### src/rtl/uart_tx_sched.sv
// Round-robin scheduler sharing one UART_TX serializer among NUM_REQ byte producers.
// Define UART_TX_SCHED_GAP_EN to insert GAP_CYCLES idle cycles after every frame.
module uart_tx_sched #(
    parameter int NUM_REQ    = 2,
    parameter int GAP_CYCLES = 2
) (
    input  logic                         clk,
    input  logic                         rst,
    input  logic [NUM_REQ-1:0]           req_valid,
    input  logic [8*NUM_REQ-1:0]         req_data,
    input  logic [NUM_REQ-1:0]           cfg_par_en,
    input  logic [NUM_REQ-1:0]           cfg_par_typ,
    output logic [NUM_REQ-1:0]           req_ready,
    output logic [7:0]                   P_DATA,
    output logic                         Data_Valid,
    output logic                         PAR_EN,
    output logic                         PAR_TYP,
    input  logic                         busy,
    output logic [$clog2(NUM_REQ)-1:0]   grant_id,
    output logic                         frame_done,
    output logic                         err_no_busy
);

    // state       | meaning
    // S_IDLE      | arbitrate, accept one byte from the round-robin winner
    // S_ISSUE     | one-cycle Data_Valid strobe to UART_TX
    // S_WAIT_BUSY | wait up to two cycles for busy to rise
    // S_WAIT_DONE | frame in flight, wait for busy to fall
    // S_GAP       | inter-frame idle time (gap build only)

    localparam int GW = $clog2(NUM_REQ);

    generate
        if (NUM_REQ < 2 || NUM_REQ > 4 || GAP_CYCLES < 1 || GAP_CYCLES > 15) begin : g_bad_param
            $error("uart_tx_sched: NUM_REQ must be 2..4 and GAP_CYCLES 1..15");
        end
    endgenerate

`ifdef UART_TX_SCHED_GAP_EN
    typedef enum logic [2:0] {
        S_IDLE, S_ISSUE, S_WAIT_BUSY, S_WAIT_DONE, S_GAP
    } state_t;
`else
    typedef enum logic [2:0] {
        S_IDLE, S_ISSUE, S_WAIT_BUSY, S_WAIT_DONE
    } state_t;
`endif

    state_t          state_q, state_d;
    logic [7:0]      data_q, data_d;
    logic            par_en_q, par_en_d;
    logic            par_typ_q, par_typ_d;
    logic [GW-1:0]   grant_q, grant_d;
    logic [GW-1:0]   last_q, last_d;
    logic            err_q, err_d;
    logic            wb_cnt_q, wb_cnt_d;
`ifdef UART_TX_SCHED_GAP_EN
    logic [3:0]      gap_cnt_q, gap_cnt_d;
`endif

    logic            win_found;
    logic [GW-1:0]   win_idx;
    logic [GW-1:0]   cand_idx;
    logic [7:0]      sel_data;

    // Walk from the farthest offset down so the nearest valid requester after last_q wins.
    always_comb begin
        win_found = 1'b0;
        win_idx   = '0;
        cand_idx  = '0;
        for (int off = NUM_REQ; off >= 1; off--) begin
            cand_idx = GW'((int'(last_q) + off) % NUM_REQ);
            if (req_valid[cand_idx]) begin
                win_found = 1'b1;
                win_idx   = cand_idx;
            end
        end
    end

    always_comb begin
        sel_data = '0;
        for (int i = 0; i < NUM_REQ; i++) begin
            if (GW'(i) == win_idx) begin
                sel_data = req_data[8*i +: 8];
            end
        end
    end

    always_comb begin
        state_d    = state_q;
        data_d     = data_q;
        par_en_d   = par_en_q;
        par_typ_d  = par_typ_q;
        grant_d    = grant_q;
        last_d     = last_q;
        err_d      = err_q;
        wb_cnt_d   = wb_cnt_q;
`ifdef UART_TX_SCHED_GAP_EN
        gap_cnt_d  = gap_cnt_q;
`endif
        req_ready  = '0;
        Data_Valid = 1'b0;
        frame_done = 1'b0;

        case (state_q)
            S_IDLE: begin
                if (win_found) begin
                    req_ready = rst ? (NUM_REQ'(1) << win_idx) : '0;
                    data_d    = sel_data;
                    par_en_d  = cfg_par_en[win_idx];
                    par_typ_d = cfg_par_typ[win_idx];
                    grant_d   = win_idx;
                    last_d    = win_idx;
                    state_d   = S_ISSUE;
                end
            end
            S_ISSUE: begin
                Data_Valid = 1'b1;
                wb_cnt_d   = 1'b0;
                state_d    = S_WAIT_BUSY;
            end
            S_WAIT_BUSY: begin
                if (busy) begin
                    state_d = S_WAIT_DONE;
                end else if (wb_cnt_q) begin
                    err_d   = 1'b1;
                    state_d = S_IDLE;
                end else begin
                    wb_cnt_d = 1'b1;
                end
            end
            S_WAIT_DONE: begin
                if (!busy) begin
                    frame_done = 1'b1;
`ifdef UART_TX_SCHED_GAP_EN
                    gap_cnt_d  = 4'(GAP_CYCLES - 1);
                    state_d    = S_GAP;
`else
                    state_d    = S_IDLE;
`endif
                end
            end
`ifdef UART_TX_SCHED_GAP_EN
            S_GAP: begin
                if (gap_cnt_q == 4'd0) begin
                    state_d = S_IDLE;
                end else begin
                    gap_cnt_d = gap_cnt_q - 4'd1;
                end
            end
`endif
            default: state_d = S_IDLE;
        endcase
    end

    always_ff @(posedge clk or negedge rst) begin
        if (!rst) begin
            state_q   <= S_IDLE;
            data_q    <= '0;
            par_en_q  <= 1'b0;
            par_typ_q <= 1'b0;
            grant_q   <= '0;
            last_q    <= GW'(NUM_REQ - 1);
            err_q     <= 1'b0;
            wb_cnt_q  <= 1'b0;
`ifdef UART_TX_SCHED_GAP_EN
            gap_cnt_q <= '0;
`endif
        end else begin
            state_q   <= state_d;
            data_q    <= data_d;
            par_en_q  <= par_en_d;
            par_typ_q <= par_typ_d;
            grant_q   <= grant_d;
            last_q    <= last_d;
            err_q     <= err_d;
            wb_cnt_q  <= wb_cnt_d;
`ifdef UART_TX_SCHED_GAP_EN
            gap_cnt_q <= gap_cnt_d;
`endif
        end
    end

    assign P_DATA      = data_q;
    assign PAR_EN      = par_en_q;
    assign PAR_TYP     = par_typ_q;
    assign grant_id    = grant_q;
    assign err_no_busy = err_q;

endmodule
### config.mk
export PLATFORM = sky130hd
export DESIGN_NAME = uart_tx_sched
export DESIGN_NICKNAME = d
export VERILOG_FILES = /design/src/rtl/uart_tx_sched.sv
export SDC_FILE = /design/constraint.sdc
export NUM_CORES = 1
export LEC_CHECK = 0
export ABC_AREA = 1
export ABC_CLOCK_PERIOD_IN_PS = 1600
export BUFFER_PORTS_ARGS = -buffer_cell sky130_fd_sc_hd__buf_2
export CORE_MARGIN = 3
export CORE_UTILIZATION = 46
export CTS_BUF_LIST = sky130_fd_sc_hd__clkbuf_2 sky130_fd_sc_hd__clkbuf_4 sky130_fd_sc_hd__clkbuf_8
export CTS_CLUSTER_SIZE = 10
export DETAILED_ROUTE_END_ITERATION = 8
export PLACE_DENSITY = 0.8
export SYNTH_ARGS = -nofsm -noshare
export SYNTH_HDL_FRONTEND = slang
export SYNTH_SLANG_ARGS = --single-unit
### constraint.sdc
create_clock -name clk -period 1.6 [get_ports clk]
set_input_delay 0.24 -clock clk [delete_from_list [all_inputs] [get_ports clk]]
set_output_delay 0.24 -clock clk [all_outputs]
set_load 0.02 [all_outputs]
==> out/qor.yml, run 1 <==
critical_path:
  crit_chain: "nor2_4, inv_2, nor2_4, inv_4, nor3_2, buf_4"
  critPathLaunchType: "flip-flop"
  critPathRequiredTime_ns: 1.36
  cp_slowest_cell: "dfrtp_2"
  cp-startpoint: "state_q[0]$_DFFE_PN0P_"
  crit_buf_inv: 3
  worst-setup-path-type: "flip-flop to primary output"
  slowest_delay_ns: 0.44
  critPathMaxFanout: 3
  crit_top_cell: "nor2_4"
  path_delay_family: "flip-flops"
  r2r_start: "state_q[0]$_DFFE_PN0P_"
  crit_arrival_ns: 1.33
  cp-end-kind: "primary output"
die:
  die_x_um: 48.3
  initial_core_util_pct: 51.6
  num_io_pins: 41
  core-area_um2: 1590
  rows: 14
  die_y_um: 48.3
  die_area_um2: 2330
timing:
  slew_headroom_pct: 83.7
  setup_viol: 0
  max_freq_mhz: 638
  rsz0062_at_grt: "true"
  drv_slew: 0
  tns_ns: 0
  tightestPinTransition_ns: 0.243
  layout_worst_path_cycle_share_pct: 97.9
  skew_ns: 0.0147
  fin_crit_ns: 1.57
  finalHoldViolCount: 0
global_routing:
  antenna_found_initial: 0
  grt_max_degree: 17
  grt_pass1_vias: 781
  grt_usage_pct: 19.6
  overflow: 0
  grt_first_pass_wirelength_um: 3190
clocking:
  htree_levels: 1
  clkTransAtPathRegs_ns: 0.11
  cts_tree: "yes"
  clk_latency_ns: 0.29
  cts_buffers: 3
  clock_sinks: 16
  cts-root-buf: "clkbuf_4"
  clockBufferDepth: 2
logic_synthesis:
  ys_warn_count: 0
  synth_nets: 141
  synth.distinct_cells: 17
  syn_area_um2: 822
  synth-seq-area-share_pct: 48.9
  synthAdderAreaFrac_pct: 0
  synth_compound_area_share_pct: 2.44
  synth_top_family_by_area: "simple AND/OR/NAND/NOR gates"
  netlist_instances: 116
  synth_xor_area_share_pct: 0
  synth_mux_area_share_pct: 0
  synth_seq_cells: 16
  yosys.area_share.simple_pct: 41.6
  avgSynthCellArea_um2: 7.09
cells_and_area:
  fin_area_um2: 1140
  diodes: 0
  area_growth_pct: 38.8
  drive_gt1_share_pct: 38.8
  fin_nets: 191
  fillers: 132
place:
  placed_area_um2: 1050
  globalplace.congestion: 0.786
  hpwl_um: 1580
  port_buffers: 40
status:
  status: "completed"
route:
  dr.first_iter.drc_count: 9
  viasPerCell: 4.59
  wl_um: 2150
  via_count: 867
  wl_per_cell_um: 11.4
  dr.pass1.iters: 4
  ant_nets: 0
  post-route-drc-count: 0
hold_path:
  holdCritPathClass: "primary input to flip-flop"
  hp-start: "req_data[10]"
pwr:
  p_leak_nw: 0.696
  total_power_mw: 2.05
  ir_worst_vdd_uv: 1050
  powerDensity_nw_per_um2: 1790
flow_run:
  maxCapViolCount: 0
## worst register-to-register path, cell delays in order, from the launching register on
cell,delay (ns)
dfrtp_2,0.44
nor2_4,0.15
inv_2,0.07
nor2_4,0.11
buf_4,0.12
buf_4,0.16
nand2_1,0.07
nand2_1,0.05
## sequential cells by signal (all words and copies together) (netlist names)
register,count
state_q,2
PAR_TYP,1
grant_id,1
PAR_EN,1
last_q,1
wb_cnt_q,1
P_DATA,8
err_no_busy,1
## stage by stage
stage / setup WS (ns) / hold slack (ns) / std cells / utilization (%)
final: 0.0336 / 0.220 / 189 / 71.6
after global routing: -0.0499 / 0.237 / 189 / 71.6
after floorplan: 0.179 / -0.0556 / 116 / -
after detailed placement: 0.174 / 0.221 / 180 / 66.1
after CTS: 0.0227 / 0.220 / 188 / 70.8
after global placement: 0.233 / 0.217 / 180 / 66.1
## cells in the mapped netlist
library cell / instances / area (µm²)
buf_6: 1 / 11.3
dfstp_2: 1 / 26.3
nand3_1: 3 / 15.0
nand4_1: 1 / 6.26
nor2_1: 6 / 22.5
nand2_1: 72 / 270
dfrtp_1: 15 / 375
buf_2: 2 / 10.0
inv_1: 6 / 22.5
a21oi_1: 1 / 5.00
nor3_2: 1 / 10.0
buf_4: 1 / 7.51
o22ai_1: 1 / 6.26
inv_2: 2 / 7.51
nor2_2: 1 / 6.26
nor2_4: 1 / 11.3
a31o_2: 1 / 8.76
## routing by layer
metal	vias to the layer above	share of wire, %	GRT usage (%)	wire [µm]
li1	454	-	-	-
met1	386	41	24.8	887
met2	23	53	33.1	1140
met3	4	4.2	3.32	91
met4	0	1.3	7.53	28
met5	-	0	0	0
## where the power goes
| part | switching, mW | total, mW | internal (mW) |
|---|---|---|---|
| Sequential | 0.117 | 0.723 | 0.606 |
| Clock | 0.133 | 0.247 | 0.114 |
| Combinational | 0.676 | 1.08 | 0.400 |
| Total | 0.926 | 2.05 | 1.12 |
## what timing repair did
item                                    4_1_cts  5_1_grt
hold buffers                                  1        0
gates resized for setup                       5        3
endpoints found under the setup margin        1        2
pin swaps                                     0        1
buffers inserted                              3        1
hold endpoints to repair                     15        0
## logic make-up (layout without fill, tap and decap cells)
kind of cell,after synthesis,after routing
simple gates,85,85
flops,16,16
buf+inv,12,61
compound gates,3,3
## final timing paths
path | to | slack [ns] | cells after the start
max | req_ready[0] | 0.03 | 6
min | P_DATA[2]$_DFFE_PN0P_ | 0.22 | 5
max reg2reg | PAR_EN$_DFFE_PN0P_ | 0.39 | 7
min reg2reg | err_no_busy$_DFFE_PN0P_ | 0.48 | 1
max in group asynchronous | last_q$_DFFE_PN1P_ | 0.91 | 3
min in group asynchronous | P_DATA[1]$_DFFE_PN0P_ | 0.43 | 3
## placed cells by master (no fill, tap or decap), drive strengths merged
cell / synthesis / layout
nand2: 72 / 72
a31o: 1 / 1
o22ai: 1 / 1
nor2: 8 / 8
nor3: 1 / 1
nand4: 1 / 1
dfrtp: 15 / 15
clkbuf: 0 / 4
a21oi: 1 / 1
inv: 8 / 8
nand3: 3 / 3
dlygate4sd3: 0 / 1
dfstp: 1 / 1
buf: 4 / 48
## cell type report
type / instances / area [µm²] / area share [%]
Multi-Input combinational cell: 88 / 372 / 32.6
Timing Repair Buffer: 49 / 273 / 23.9
Tap cell: 24 / 30.0 / 2.63
Clock buffer: 4 / 30.0 / 2.63
Inverter: 8 / 32.5 / 2.85
Sequential cell: 16 / 404 / 35.4
Note: power is estimated with default switching activity, not from simulation.
==> run 2: changes to the inputs <==
SETUP_SLACK_MARGIN = 0.3   (was unset)
==> run 2 against run 1 <==
Compared with the run above:
- first-iteration DRC count grew to 3.6 times the previous value
- critical path depth unchanged
- worst setup slack gained 0.00054 ns
- via count up 18%
- wire length increased by 42%
- sequential power up 3%
- cell count grew 5.3%
- highest routed layer unchanged
- largest power group unchanged
- combinational power rose by 32%
- clock power rose by 2%
- clock skew grew 0.0052 ns
==> out/qor.yml, run 2 (synthesis gave the netlist of run 1 again) <==
critical_path:
  crit_arrival_ns: 1.33  # about the same
  critPathRequiredTime_ns: 1.36  # about the same
  worst-setup-path-type: "flip-flop to primary output"
  cp-end-kind: "primary output"
  critPathMaxFanout: 2  # -1
  critPathLaunchType: "flip-flop"
cells_and_area:
  largest_register_ff_count: 8  # unchanged
  final_common_cell: "nand2_1"
  fillers: 91  # -31%
  drive_gt1_share_pct: 51.4  # +13 points
  diodes: 0  # unchanged
  fin_nets: 201  # +5.2%
  final_util_pct: 84.1  # +12 points
  area_growth_pct: 63.0
  final_cell_count_no_fill: 199  # +5.3%
  mostFrequentLayoutCells: "nand2_1, buf_2, dfrtp_1"
pwr:
  ir_worst_vdd_uv: 1460  # +39%
  power_frac_clock_pct: 10.4  # -1.7 points
  power_switching_mw: 1.13  # +22%
  p_seq_share_pct: 30.6  # -4.7 points
  power.internal_mw: 1.30  # +16%
  total_power_mw: 2.43  # +19%
  powerDensity_nw_per_um2: 1810  # +1.0%
  comb_power_share_pct: 59.0  # +6.4 points
  p_leak_nw: 0.779  # +12%
  p_sw_share_pct: 46.5  # +1.2 points
route:
  viasPerCell: 5.16  # +13%
  dr.pass1.iters: 4  # unchanged
  ant_nets: 0  # unchanged
  wl_um: 3060  # +42%
  post-route-drc-count: 0  # unchanged
  wl_per_cell_um: 15.4  # +35%
  via_count: 1027  # +18%
  dr.first_iter.drc_count: 32  # +23
clocking:
  clkTransAtPathRegs_ns: 0.09  # -0.02 ns
  cts-root-buf: "clkbuf_4"
  cts_tree: "yes"
  htree_levels: 1  # unchanged
  clockBufferDepth: 2  # unchanged
  clk_latency_ns: 0.29  # about the same
  clock_sinks: 16  # unchanged
  cts_buffers: 3  # unchanged
flow_run:
  maxCapViolCount: 0  # unchanged
global_routing:
  grt_usage_pct: 23.4  # +3.8 points
  overflow: 0  # unchanged
  grt_first_pass_wirelength_um: 3650  # +14%
  grt_max_degree: 16  # -1
  grt_pass1_vias: 791  # +1.3%
  antenna_found_initial: 0  # unchanged
place:
  dp_cells: 180  # unchanged
  hpwl_um: 1560  # -1.2%
  port_buffers: 40  # unchanged
  globalplace.congestion: 0.785  # -0.11%
timing:
  fin_crit_ns: 1.57  # -0.000537 ns
  finalHoldViolCount: 0  # unchanged
  tightestPinTransition_ns: 0.709  # +0.465 ns
  layout_worst_path_cycle_share_pct: 97.9  # about the same
  tns_ns: 0  # unchanged
  max_freq_mhz: 639  # about the same
  rsz0062_at_grt: "true"
  drv_slew: 0  # unchanged
  setup_viol: 0  # unchanged
  skew_ns: 0.0199  # +0.00523 ns
  slew_headroom_pct: 52.7  # -31 points
die:
  die_x_um: 48.3  # unchanged
  initial_core_util_pct: 51.6  # unchanged
  core-area_um2: 1590  # unchanged
  die_y_um: 48.3  # unchanged
  num_io_pins: 41  # unchanged
  rows: 14  # unchanged
  die_area_um2: 2330  # unchanged
hold_path:
  holdCritPathClass: "primary input to async pin"
status:
  status: "completed"
## run 2: power by group through the flow
stage	sequential, mW	combinational, mW	clock [mW]
floorplan	0.891	0.508	0
global placement	0.730	0.933	0
detailed placement	0.740	0.949	0
CTS	0.724	1.21	0.243
global route	0.757	1.53	0.275
finish	0.743	1.43	0.252
## run 2: area by class of cell
cell class / count / area [µm²] / share of cell area [%]
well taps: 24 / 30.0 / 2.24
flip-flops and latches: 16 / 404 / 30.2
inverters: 8 / 37.5 / 2.80
clock buffers: 4 / 30.0 / 2.24
multi-input cells: 88 / 435 / 32.5
repair buffers: 59 / 403 / 30.1
## run 2: worst paths after layout
| path | start | end | slack [ns] | cells after the start |
|---|---|---|---|---|
| min in group clk | req_data[13] | P_DATA[5]$_DFFE_PN0P_ | 0.23 | 5 |
| worst min-delay path | rst | last_q$_DFFE_PN1P_ | 0.02 | 2 |
| worst max register to register | last_q$_DFFE_PN1P_ | P_DATA[7]$_DFFE_PN0P_ | 0.14 | 11 |
| worst min register to register | grant_id$_DFFE_PN0P_ | grant_id$_DFFE_PN0P_ | 0.47 | 2 |
| max in group asynchronous | rst | state_q[1]$_DFFE_PN0P_ | 0.80 | 3 |
| worst max-delay path | state_q[0]$_DFFE_PN0P_ | req_ready[0] | 0.03 | 6 |
## run 2: timing repair
action,in CTS,in global routing
hold buffers,1,0
gates resized for setup,19,27
cloned,0,1
pin swaps,3,21
hold endpoints to repair,15,0
buffers inserted,11,2
setup endpoints to repair,4,16
## run 2: worst max-delay path, cell delays in order, from the launching register on
cell	delay [ns]
dfrtp_2	0.44
nor2_4	0.14
inv_2	0.07
nor2_4	0.11
inv_4	0.05
nor3_4	0.11
buf_6	0.13
## run 2: through the flow
step           cell area (µm²)  hold slack (ns)  setup WS (ns)
6_report                  1340           0.0203         0.0341
5_1_grt                   1340         -0.00126        -0.0349
4_1_cts                   1240           0.0114         0.0535
3_5_place_dp              1060            0.238          0.175
3_3_place_gp              1060            0.235          0.223
2_1_floorplan              831          -0.0556          0.251
## run 2: layer usage
| metal | vias up | GRT usage [%] | wire length [µm] |
|---|---|---|---|
| met5 | - | 0 | 0 |
| met4 | 0 | 9.14 | 34 |
| met3 | 4 | 4.43 | 303 |
| met2 | 74 | 37.0 | 1530 |
| met1 | 483 | 31.4 | 1190 |
| li1 | 466 | - | - |
